[src/rtl/dma_pkg.sv]
// Shared types and constants for the DMA write sequencer.
package dma_pkg;

    localparam int WR_LEN_W      = 5;
    localparam int DEF_MAX_CHUNK = 16;

    typedef enum logic [2:0] {
        IDLE,
        ISSUE,
        WAIT,
        FINISH,
        ABORT
    } dma_state_e;

endpackage

[src/rtl/dma_chunk_calc.sv]
// Combinational chunk length: the smaller of the bytes left and the room
// remaining before the next MAX_CHUNK-aligned boundary.
module dma_chunk_calc
    import dma_pkg::*;
#(
    parameter int MAX_CHUNK = DEF_MAX_CHUNK,
    parameter int CNT_W     = 16
) (
    input  logic [31:0]         cur_addr,
    input  logic [CNT_W-1:0]    remaining,
    output logic [WR_LEN_W-1:0] chunk
);

    localparam int OFF_W = $clog2(MAX_CHUNK);

    logic [CNT_W:0] room;
    logic [CNT_W:0] rem_x;
    logic [CNT_W:0] len_x;

    always_comb begin
        room  = (CNT_W+1)'(MAX_CHUNK) - (CNT_W+1)'(cur_addr[OFF_W-1:0]);
        rem_x = {1'b0, remaining};
        len_x = (rem_x < room) ? rem_x : room;
        chunk = len_x[WR_LEN_W-1:0];
    end

    // Upper address bits and the wide result's high bits never affect the 1..MAX_CHUNK result.
    logic unused_bits;
    assign unused_bits = ^{cur_addr[31:OFF_W], len_x[CNT_W:WR_LEN_W]};

endmodule

[src/rtl/dma_write_sequencer.sv]
// Splits a DMA write into boundary-aligned chunks and hands them to the write block one at a time.
// Optional watchdog on the write-block handshake: define DMA_SEQ_WATCHDOG_EN.
module dma_write_sequencer
    import dma_pkg::*;
#(
    parameter int MAX_CHUNK   = DEF_MAX_CHUNK,
    parameter int CNT_W       = 16,
    parameter int WDOG_CYCLES = 1024
) (
    input  logic                clk,
    input  logic                rst,
    input  logic                start,
    input  logic [31:0]         dst_addr,
    input  logic [CNT_W-1:0]    byte_count,
    input  logic                abort,
    output logic                busy,
    output logic                done,
    output logic                aborted,
`ifdef DMA_SEQ_WATCHDOG_EN
    output logic                err,
`endif
    output logic                wr_trigger,
    output logic [WR_LEN_W-1:0] wr_length,
    output logic [31:0]         wr_address,
    input  logic                wr_done,
    output logic [CNT_W-1:0]    chunks_issued
);

    dma_state_e          state, state_d;
    logic [31:0]         cur_addr;
    logic [CNT_W-1:0]    remaining, rem_next;
    logic [WR_LEN_W-1:0] chunk;
    logic                abort_pend;
    logic                accept, issue, step, wdog_trip;

    dma_chunk_calc #(.MAX_CHUNK(MAX_CHUNK), .CNT_W(CNT_W)) u_calc (
        .cur_addr  (cur_addr),
        .remaining (remaining),
        .chunk     (chunk)
    );

`ifdef DMA_SEQ_WATCHDOG_EN
    logic [31:0] wdog_cnt;
`else
    logic unused_wdog;
    assign unused_wdog = ^WDOG_CYCLES;
`endif

    always_comb begin
        state_d   = state;
        accept    = 1'b0;
        issue     = 1'b0;
        step      = 1'b0;
        wdog_trip = 1'b0;
        rem_next  = remaining - CNT_W'(chunk);
        case (state)
            IDLE: begin
                if (start) begin
                    accept  = 1'b1;
                    state_d = (byte_count == '0) ? FINISH : ISSUE;
                end
            end
            ISSUE: begin
                if (abort) begin
                    state_d = ABORT;
                end else begin
                    issue   = 1'b1;
                    state_d = WAIT;
                end
            end
            WAIT: begin
                // The first WAIT cycle carries the trigger; a done there is not for this chunk.
                if (wr_done && !wr_trigger) begin
                    step = 1'b1;
                    if (rem_next == '0)
                        state_d = FINISH;
                    else if (abort || abort_pend)
                        state_d = ABORT;
                    else
                        state_d = ISSUE;
                end
`ifdef DMA_SEQ_WATCHDOG_EN
                else if (wdog_cnt == 32'(WDOG_CYCLES - 1)) begin
                    wdog_trip = 1'b1;
                    state_d   = ABORT;
                end
`endif
            end
            FINISH:  state_d = IDLE;
            ABORT:   state_d = IDLE;
            default: state_d = IDLE;
        endcase
    end

    always_ff @(posedge clk) begin
        if (rst) begin
            state         <= IDLE;
            cur_addr      <= '0;
            remaining     <= '0;
            abort_pend    <= 1'b0;
            busy          <= 1'b0;
            done          <= 1'b0;
            aborted       <= 1'b0;
            wr_trigger    <= 1'b0;
            wr_length     <= '0;
            wr_address    <= '0;
            chunks_issued <= '0;
        end else begin
            state      <= state_d;
            busy       <= (state_d != IDLE);
            wr_trigger <= issue;
            done       <= (state == FINISH);
            aborted    <= (state == ABORT);
            if (accept) begin
                cur_addr      <= dst_addr;
                remaining     <= byte_count;
                chunks_issued <= '0;
                abort_pend    <= 1'b0;
            end
            if (issue) begin
                wr_address    <= cur_addr;
                wr_length     <= chunk;
                chunks_issued <= chunks_issued + 1'b1;
            end
            if (step) begin
                cur_addr  <= cur_addr + 32'(chunk);
                remaining <= rem_next;
            end
            // An abort seen mid-chunk is remembered until that chunk's done arrives.
            if (state == WAIT && abort)
                abort_pend <= 1'b1;
        end
    end

`ifdef DMA_SEQ_WATCHDOG_EN
    always_ff @(posedge clk) begin
        if (rst) begin
            wdog_cnt <= '0;
            err      <= 1'b0;
        end else begin
            if (issue)
                wdog_cnt <= '0;
            else if (state == WAIT)
                wdog_cnt <= wdog_cnt + 1'b1;
            if (accept)
                err <= 1'b0;
            else if (wdog_trip)
                err <= 1'b1;
        end
    end
`endif

endmodule

[config.mk]
export PLATFORM = sky130hd
export DESIGN_NAME = dma_write_sequencer
export DESIGN_NICKNAME = d
export VERILOG_FILES = /design/src/rtl/dma_pkg.sv /design/src/rtl/dma_chunk_calc.sv /design/src/rtl/dma_write_sequencer.sv
export SDC_FILE = /design/constraint.sdc
export NUM_CORES = 1
export LEC_CHECK = 0
export CORE_MARGIN = 1
export CORE_UTILIZATION = 31
export CTS_CLUSTER_DIAMETER = 60
export CTS_CLUSTER_SIZE = 16
export DETAILED_ROUTE_END_ITERATION = 8
export GPL_ROUTABILITY_DRIVEN = 0
export GPL_TIMING_DRIVEN = 0
export RECOVER_POWER = 50
export SLEW_MARGIN = 5
export SYNTH_ARGS = -nofsm -noshare
export SYNTH_HDL_FRONTEND = slang
export SYNTH_HIERARCHICAL = 1
export SYNTH_SLANG_ARGS = --single-unit
[constraint.sdc]
create_clock -name clk -period 7.7 [get_ports clk]
set_input_delay 1.925 -clock clk [delete_from_list [all_inputs] [get_ports clk]]
set_output_delay 1.925 -clock clk [all_outputs]
set_load 0.1 [all_outputs]
======== Yosys cells after proc, flatten, opt, wreduce, memory -nomap -nowiden ========
Index checks and enable logic that the tools add are counted.
word-level totals
  flip-flop bits (word level) ............. 109
  bits in latches ......................... 0
  bits in writable memories ............... 0
  bits in read-only memories .............. 0
  input bits .............................. 53
  output and inout port bits .............. 57
  logic and storage cells ................. 53
  memories ................................ 0
operators by class
  add/sub/neg operators ................... 4
  multiply operators ...................... 0
  div/mod/pow operators ................... 0
  order comparisons ....................... 1
  eq/ne operators ......................... 4
  shifts and indexed selects .............. 0
  multiplexer cells ....................... 22
  bitwise logic cells ..................... 0
  reduce and logical (&&, ||, !) cells .... 11
operators with widths
  operator                                             count
  2-to-1 mux 16 bit                                    4
  2-to-1 mux 32 bit                                    2
  adder 32 x 5 -> 32 bit                               1
  logical NOT 16 bit                                   2
  less-than comparator 16 x 17 -> 1 bit                1
  adder 16 x 1 -> 16 bit, second input constant        1
  subtractor 16 x 5 -> 16 bit                          1
  2-to-1 mux 3 bit                                     5
  one-hot mux 3 bit (3 select lines)                   1
  2-to-1 mux 1 bit                                     8
  equality test 3 x 2 -> 1 bit, second input constant  2
  nonzero test 2 bit                                   3
  subtractor 5 x 4 -> 6 bit, first input constant      1
  2-to-1 mux 5 bit                                     1
  equality test 3 x 1 -> 1 bit, second input constant  1
  equality test 3 bit, second input constant           1
  logical NOT 3 bit                                    1
  nonzero test 3 bit                                   1
  logical AND 1 bit                                    2
  2-to-1 mux 2 bit                                     1
  logical NOT 1 bit                                    1
  logical OR 1 bit                                     1

======== Depth between registers and ports, before layout ========
Gate-level depths: netlist (run 1).
  word-level depth ........................ 9
  depth in mapped cells ................... 18
  depth with buffers taken out ............ 18

======== Modules after synthesis ========
Netlist (run 1), hierarchy kept.
modules (own cells, without submodules)
  module               times used  cells each  area an instance (um2)
  dma_write_sequencer  1           721         5522.8
  dma_chunk_calc       1           30          265.3

======== Least setup slack after synthesis (run 1) ========
Ideal clock, no wire load.
  path kind ............................... register to register
  start ................................... register cur_addr[0]
  end ..................................... register remaining[15]
  arrival ................................. 4.316 ns
  data required time ...................... 7.626 ns
  slack ................................... 3.310 ns
  stages on the path, launching flop included .. 17
  path buffers ............................ 0
  cell sequence ........................... dfxtp_1 -> inv_1 -> ha_1 -> or3b_2 -> ha_1 -> nor4_2 -> nand4_1 -> a31oi_4 -> mux2_4 -> inv_1 -> ha_1 -> or2b_2 -> a21oi_2 -> a311o_2 -> or4_4 -> or4_1 -> a31oi_1
on the way
  word-level cells in the longest chain between the ends .. 5
RTL lines
  element                                line                        source
  from (decl)                            dma_write_sequencer.sv:30   logic [31:0] cur_addr;
  from (signal assigned)                 dma_write_sequencer.sv:115  cur_addr <= dst_addr;
  from (signal assigned)                 dma_write_sequencer.sv:126  cur_addr <= cur_addr + 32'(chunk);
  subtractor 5 x 4 -> 6 bit *            dma_chunk_calc.sv:21        room = (CNT_W+1)'(MAX_CHUNK) - (CNT_W+1)'(cur_addr[OFF_W-1:0]);
  less-than comparator 16 x 17 -> 1 bit  dma_chunk_calc.sv:23        len_x = (rem_x < room) ? rem_x : room;
  2-to-1 mux 5 bit *                     dma_chunk_calc.sv:23
  via chunk[1]                           dma_write_sequencer.sv:32   logic [WR_LEN_W-1:0] chunk;
  subtractor 16 x 5 -> 16 bit *          dma_write_sequencer.sv:55   rem_next = remaining - CNT_W'(chunk);
  2-to-1 mux 16 bit *                    dma_write_sequencer.sv:125  if (step) begin
  to (signal assigned)                   dma_write_sequencer.sv:116  remaining <= byte_count;
  to (signal assigned)                   dma_write_sequencer.sv:127  remaining <= rem_next;
  to (decl)                              dma_write_sequencer.sv:31   logic [CNT_W-1:0] remaining, rem_next;
Mark *: on every way through the listed nets, which the timed path passes. The rest lies on a longest branch.
A chain may end at the register's enable or synchronous reset.

======== Final worst setup path (run 1) ========
  start ................................... register cur_addr[0]
  end ..................................... register state[0]
on the way
  word-level cells in the longest chain between the ends .. 8
RTL lines
  element                                line                        source
  subtractor 5 x 4 -> 6 bit *            dma_chunk_calc.sv:21
  less-than comparator 16 x 17 -> 1 bit  dma_chunk_calc.sv:23
  2-to-1 mux 5 bit *                     dma_chunk_calc.sv:23
  via chunk[3]                           dma_write_sequencer.sv:32
  subtractor 16 x 5 -> 16 bit *          dma_write_sequencer.sv:55
  logical NOT 16 bit *                   dma_write_sequencer.sv:75   if (rem_next == '0)
  2-to-1 mux 3 bit *                     dma_write_sequencer.sv:75
  2-to-1 mux 3 bit *                     dma_write_sequencer.sv:73   if (wr_done && !wr_trigger) begin
  one-hot mux 3 bit (3 select lines) *   dma_write_sequencer.sv:56   case (state)
  to (signal assigned)                   dma_write_sequencer.sv:109  state <= state_d;
  to (decl)                              dma_write_sequencer.sv:29   dma_state_e state, state_d;
Marked as above.

==> results of run 1 <==
==> cells in the mapped netlist, types with 4 or more instances <==
library cell	instances	area share
a2111oi_0	5	0.0076
a211oi_1	12	0.016
a21o_1	4	0.0052
a21oi_1	82	0.071
a221oi_1	7	0.011
a22oi_1	8	0.010
a311oi_1	4	0.0061
a31oi_1	12	0.013
a32oi_1	4	0.0061
and3_1	18	0.019
and4_1	5	0.0076
buf_2	4	0.0035
clkbuf_1	44	0.029
dfxtp_1	109	0.38
ha_1	16	0.035
inv_1	22	0.014
mux2_2	7	0.014
mux2i_1	5	0.0086
nand2_1	125	0.081
nand3_1	28	0.024
nand4_1	6	0.0065
nor2_1	73	0.047
nor3_1	24	0.021
nor4_1	15	0.016
nor4b_1	5	0.0076
o21a_1	4	0.0052
o21ai_0	27	0.023
o31a_1	5	0.0076
or3_1	8	0.0086
xnor2_1	4	0.0061
xor2_1	5	0.0076
==> metrics by stage <==
| step | utilization | hold slack [ns] | area, sq um |
|---|---|---|---|
| 3_3_place_gp | 0.394 | 0.443 | 7160 |
| 3_5_place_dp | 0.394 | 0.446 | 7160 |
| 4_1_cts | 0.410 | 0.456 | 7440 |
| 2_1_floorplan | - | 0.440 | 5790 |
| 5_1_grt | 0.410 | 0.466 | 7440 |
| 6_report | 0.410 | 0.451 | 7440 |
==> metal layers <==
metal,wire (microns),part of all wire
met5,0,0
met1,9310,0.46
met2,8700,0.43
met4,485,0.024
met3,1610,0.080
==> report_power, final <==
part / total, mW / switching, mW / internal (mW)
sequential: 0.624 / 0.0331 / 0.591
combinational: 0.421 / 0.269 / 0.152
clock: 0.465 / 0.216 / 0.249
total: 1.51 / 0.518 / 0.991
==> how the worst max path moves through the flow <==
stage	start	slack, ns	end
floorplan	cur_addr[0]	3.31	remaining[15]
global placement	cur_addr[0]	2.62	state[2]
detailed placement	cur_addr[0]	2.60	state[2]
CTS	cur_addr[0]	2.56	state[2]
global route	cur_addr[0]	2.05	state[2]
finish	cur_addr[0]	2.46	state[0]
==> critical path, delay by kind of cell, from the launching register on <==
kind            cells  cell delay (ns)
compound gates      6             2.02
simple gates        4             1.13
fa+ha+maj           3             0.84
mux                 1             0.55
flops               1             0.39
buf+inv             2             0.20
==> cell families after synthesis <==
group / count (synthesis) / share of synthesized area
and+or+nand+nor: 335 / 0.279
AOI/OAI and AO/OA: 195 / 0.215
DFF: 109 / 0.377
buffers and inverters: 71 / 0.0469
adders and majority gates: 18 / 0.0415
muxes: 14 / 0.0275
xor gates and xnor gates: 9 / 0.0136
==> sequential cells by signal, indices dropped and copies added, names as in the netlist <==
register       count
wr_address        32
state              3
busy               1
cur_addr          32
abort_pend         1
remaining         16
wr_trigger         1
done               1
wr_length          5
chunks_issued     16
aborted            1
==> cell type report <==
class,instances,area (sq um),share of cell area
flip-flops and latches,109,2180,0.293
plain buffers,49,189,0.0254
inverters,22,82.6,0.0111
clock inverters,4,51.3,0.00690
well taps,229,287,0.0385
multi-input cells,571,3330,0.448
clock buffers,10,229,0.0308
repair buffers,108,1080,0.145
==> run summary, run 1 <==
Final setup viols = 0
CP max stage delay = 0.58 ns
hpwl dp = 14,800 microns
DRC viols = 6
setup_tns = 0 ns
drt total wl = 20,100 microns
Pre-antenna DRT Iters = 9
Final min period = 5.24 ns
Starting Density = 0.319
total CTS buffers = 9
post_cts resized = 0
Async SR Flop Fraction = 0
worst min-delay path endpoint = wr_address[1]
GRT Util Overall = 0.212
commonest non-fill, non-tap cells in the layout = nand2_1, dfxtp_1, a21oi_1
root buffer cell = clkbuf_16
Crit Reg-Reg Startpoint = cur_addr[0]
Placed Cells incl. Taps = 1,088
commonest non-fill, non-tap cell in the layout = nand2_1
FF-to-FF path depth = 16
largest net degree at the start of global routing = 17
crit-path max FO = 8
CTS tree = yes
total power = 1.51 mW
GR Util met3 = 0.0463
core footprint = 18,100 sq um
die area = 19,200 sq um
Antenna Cells = 0
Final Cycle Share = 0.681
Post-CTS Setup Bufs = 0
hold wc startpoint = wr_address[1]
Syn Nets = 822
DR iter-0 viols = 624
Rel. slew slack = 0.137
IO Port Bufs = 108
CP startpoint kind = register
setup ws final = 2.46 ns
CP max-delay cell = a21oi_1
CP arrival = 5.50 ns
fill cell count = 1,887
Layout Cells excl Fill = 1,102
Syn Std Cell Area = 5790 sq um
GR Layer Usage met1 = 0.297
Syn Inst Count = 751
I/O pins = 110
hold crit path type = register to register
Post-synth top flop = dfxtp_1
power per standard cell area = 203 nW/um^2
global-route wire length before repair = 31,700 microns
status = finished with violations
pre-CTS setup slack = 2.60 ns
Clk pin slew, worst setup/hold paths = 0.07 ns
CTS Sinks = 109
Die W = 139 microns
Routed Antenna Nets = 0
initial antenna violation count = 0
Setup Skew = 0.00965 ns
CP endpoint kind = register
Yosys warning count = 6
row count = 49
vias in the first global route = 5,602
H-tree levels = 3
Hold Buf Count CTS = 0
Layout Nets = 941
vias per std cell = 5.55
RSZ-0062 raised after global routing = false
grt total ovfl = 0
Worst R2R End = state[0]
R2R Setup Slk = 2.46 ns
Area Growth Syn to Fin = 28.5%
Max Cap Viol = 0
Die Span Y = 139 microns
Post-synth EDFFs = 0
met2 GRT Util = 0.323
Fin. Hold Viols = 0
via count = 6,113
peak supply drop = 0.000160 V
most used cell, CP = ha_1
FF+latch count, synth = 109
Synth cell types = 68
sequential element share of the synthesized area = 0.377
Peak Freq = 191 MHz
mean routed wirelength per cell = 18.2 microns
GRT busiest layer = met2
worst path required time = 7.95 ns
Cell Chain, Critical Path = inv_1, ha_1, or3b_2, ha_1, nor4_2, nand4_1, a31oi_4, mux2i_1, inv_1, ha_1, o21ai_0, a21oi_1, nor3_1, a311oi_1, o32ai_1, a22o_1
clk_lat worst skew = 0.36 ns
Pleak = 2.67 nW
share of cells above drive strength 1 = 0.0481
Worst Tran Pin Value = 1.28 ns
CTS Buffer Depth = 2
hold path depth = 2
critical path class = register to register
pins over their slew limit = 0
Avg Cell Area, Syn = 7.71 sq um
failing checks = design-rule violations
Note: power is estimated with default switching activity, not from simulation.
==> run 2, diff against run 1 <==
Clock period 7.7 ns to 4.85 ns, I/O delays scaled along.
==> run summary, run 2 (synthesis results as in run 1) <==
status = finished with violations
failing checks = design-rule violations
power per standard cell area = 327 nW/um^2 (+61%)
Reg power frac = 0.396 (-0.017)
Layout Nets = 949 (+0.85%)
setup ws final = 0.150 ns (-2.31 ns)
Pre-antenna DRT Iters = 9 (unchanged)
CTS Buffer Depth = 2 (unchanged)
Peak Freq = 213 MHz (+12%)
wire length on met2 = 8800 microns (+1.1%)
Final Cycle Share = 0.969 (+0.288)
Starting Density = 0.319 (unchanged)
drt total wl = 20,300 microns (+1.0%)
largest net degree at the start of global routing = 17 (unchanged)
Pint = 1.63 mW (+65%)
row count = 49 (unchanged)
hpwl dp = 14,800 microns (unchanged)
commonest non-fill, non-tap cell in the layout = nand2_1
hold crit path type = register to register
total power = 2.50 mW (+66%)
CP max-delay cell = a21boi_0
Setup Skew = 0.0102 ns (+0.000599 ns)
H-tree levels = 3 (unchanged)
DRC viols = 6 (unchanged)
Die Span Y = 139 microns (unchanged)
share of cells above drive strength 1 = 0.0829 (+0.0348)
CP max stage delay = 0.71 ns (+0.13 ns)
fill cell count = 1,871 (-0.85%)
grt total ovfl = 0 (unchanged)
FF-to-FF path depth = 18 (+2)
IO Port Bufs = 108 (unchanged)
Rel. slew slack = 0.143 (+0.00620)
R2R Setup Slk = 0.15 ns (-2.31 ns)
CP startpoint = cur_addr[0]
combinational share of power = 0.310 (+0.031)
Setup crit end = cur_addr[20]
I/O pins = 110 (unchanged)
Net Switching = 0.870 mW (+68%)
Pleak = 2.73 nW (+2.3%)
delay-heaviest family, CP = compound AO/OA/AOI/OAI gates
DR top layer = met4
pre-CTS setup slack = -0.254 ns (-2.85 ns)
Routed Antenna Nets = 0 (unchanged)
mean routed wirelength per cell = 18.3 microns (+0.29%)
pins over their slew limit = 0 (unchanged)
Net Sw Frac = 0.348 (+0.00428)
DRT met1 WL = 9540 microns (+2.5%)
Max Cap Viol = 0 (unchanged)
DR iter-0 viols = 575 (-7.9%)
CP bufs+invs = 2 (unchanged)
GRT Util Overall = 0.213 (+0.00115)
Clk pin slew, worst setup/hold paths = 0.07 ns (about the same)
CP Depth = 18 (+2)
core footprint = 18,100 sq um (unchanged)
hold slack = 0.452 ns (+0.000211 ns)
initial antenna violation count = 0 (unchanged)
Largest regs = cur_addr: 32 flops, wr_address: 32 flops
Hold Buf Count CTS = 0 (unchanged)
peak supply drop = 0.000254 V (+59%)
vias per std cell = 5.52 (-0.48%)
CP arrival = 4.92 ns (-0.58 ns)
Fin. Hold Viols = 0 (unchanged)
CTS tree = yes
WL met3 = 1440 microns (-11%)
CP endpoint kind = register
Area Growth Syn to Fin = 32.1%
Worst R2R End = cur_addr[20]
Worst Tran Pin Value = 1.28 ns (-0.00923 ns)
global-route wire length before repair = 31,900 microns (+0.57%)
commonest non-fill, non-tap cells in the layout = nand2_1, dfxtp_1, a21oi_1
Final min period = 4.70 ns (-0.545 ns)
CP startpoint kind = register
vias in the first global route = 5,646 (+0.79%)
die area = 19,200 sq um (unchanged)
crit-path max FO = 7 (-1)
worst path required time = 5.07 ns (-2.88 ns)
RSZ-0062 raised after global routing = false
Crit Reg-Reg Startpoint = cur_addr[0]
Antenna Cells = 0 (unchanged)
root buffer cell = clkbuf_16
Die W = 139 microns (unchanged)
Clock Power Share = 0.295 (-0.013)
total CTS buffers = 9 (unchanged)
clk_lat worst skew = 0.36 ns (about the same)
Cell Chain, Critical Path = inv_1, ha_1, or3b_4, ha_2, nor4_2, nand4_1, a31oi_4, mux2_4, ha_1, inv_1, fa_1, nor2b_1, o21a_1, o21ai_1, a21boi_0, a41oi_1, o21ai_0, a21oi_1
via count = 6,128 (+0.25%)
Final setup viols = 0 (unchanged)
CTS Sinks = 109 (unchanged)
critical path class = register to register
run 2: metrics by stage:
step	std cells	TNS (ns)	utilization	instance area, sq um
2_1_floorplan	751	0	-	5790
3_3_place_gp	1088	-0.722	0.394	7160
3_5_place_dp	1088	-0.945	0.394	7160
4_1_cts	1105	0	0.414	7510
5_1_grt	1110	0	0.421	7650
6_report	1110	0	0.421	7650
run 2: what timing repair did:
| action | CTS | global route |
|---|---|---|
| pin swaps | 3 | 8 |
| endpoints found under the setup margin | 6 | 15 |
| gates resized for setup | 12 | 24 |
| buffers inserted | 3 | 5 |
run 2: worst min path at each step:
stage                   from            end  depth (start not counted)
2_1_floorplan    cur_addr[7]  wr_address[7]                          2
3_3_place_gp    wr_length[3]   wr_length[3]                          2
3_5_place_dp   wr_address[1]  wr_address[1]                          2
4_1_cts        wr_address[1]  wr_address[1]                          2
5_1_grt        wr_address[1]  wr_address[1]                          2
6_report       wr_address[1]  wr_address[1]                          2
run 2: layer usage:
| layer | global-route usage | up-vias |
|---|---|---|
| li1 | - | 2973 |
| met1 | 0.298 | 2862 |
| met2 | 0.325 | 255 |
| met3 | 0.0463 | 38 |
| met4 | 0.0719 | 0 |
| met5 | 0 | - |
run 2: area by class of cell:
class / instances / area [sq um] / area share
plain buffers: 49 / 189 / 0.0247
clock buffers: 10 / 229 / 0.0299
clock inverters: 4 / 51.3 / 0.00671
inverters: 22 / 82.6 / 0.0108
multi-input cells: 571 / 3480 / 0.455
flip-flops and latches: 109 / 2190 / 0.286
well taps: 229 / 287 / 0.0375
repair buffers: 116 / 1140 / 0.150
run 2: worst register-to-register path, stage by stage (launching register included):
cell,delay [ns]
dfxtp_4,0.37
inv_1,0.06
ha_1,0.18
or3b_4,0.42
ha_2,0.21
nor4_2,0.26
nand4_1,0.21
a31oi_4,0.32
mux2_4,0.25
ha_1,0.17
inv_1,0.06
fa_1,0.39
nor2b_1,0.14
o21a_1,0.19
o21ai_1,0.14
a21boi_0,0.71
a41oi_1,0.19
o21ai_0,0.21
a21oi_1,0.09
run 2: power groups by stage:
stage	logic [mW]	registers (mW)	clock network, mW
floorplan	0.405	1.05	0
CTS	0.695	0.989	0.751
global placement	0.653	1.01	0
detailed placement	0.659	1.01	0
finish	0.775	0.991	0.738
global route	0.838	0.999	0.794
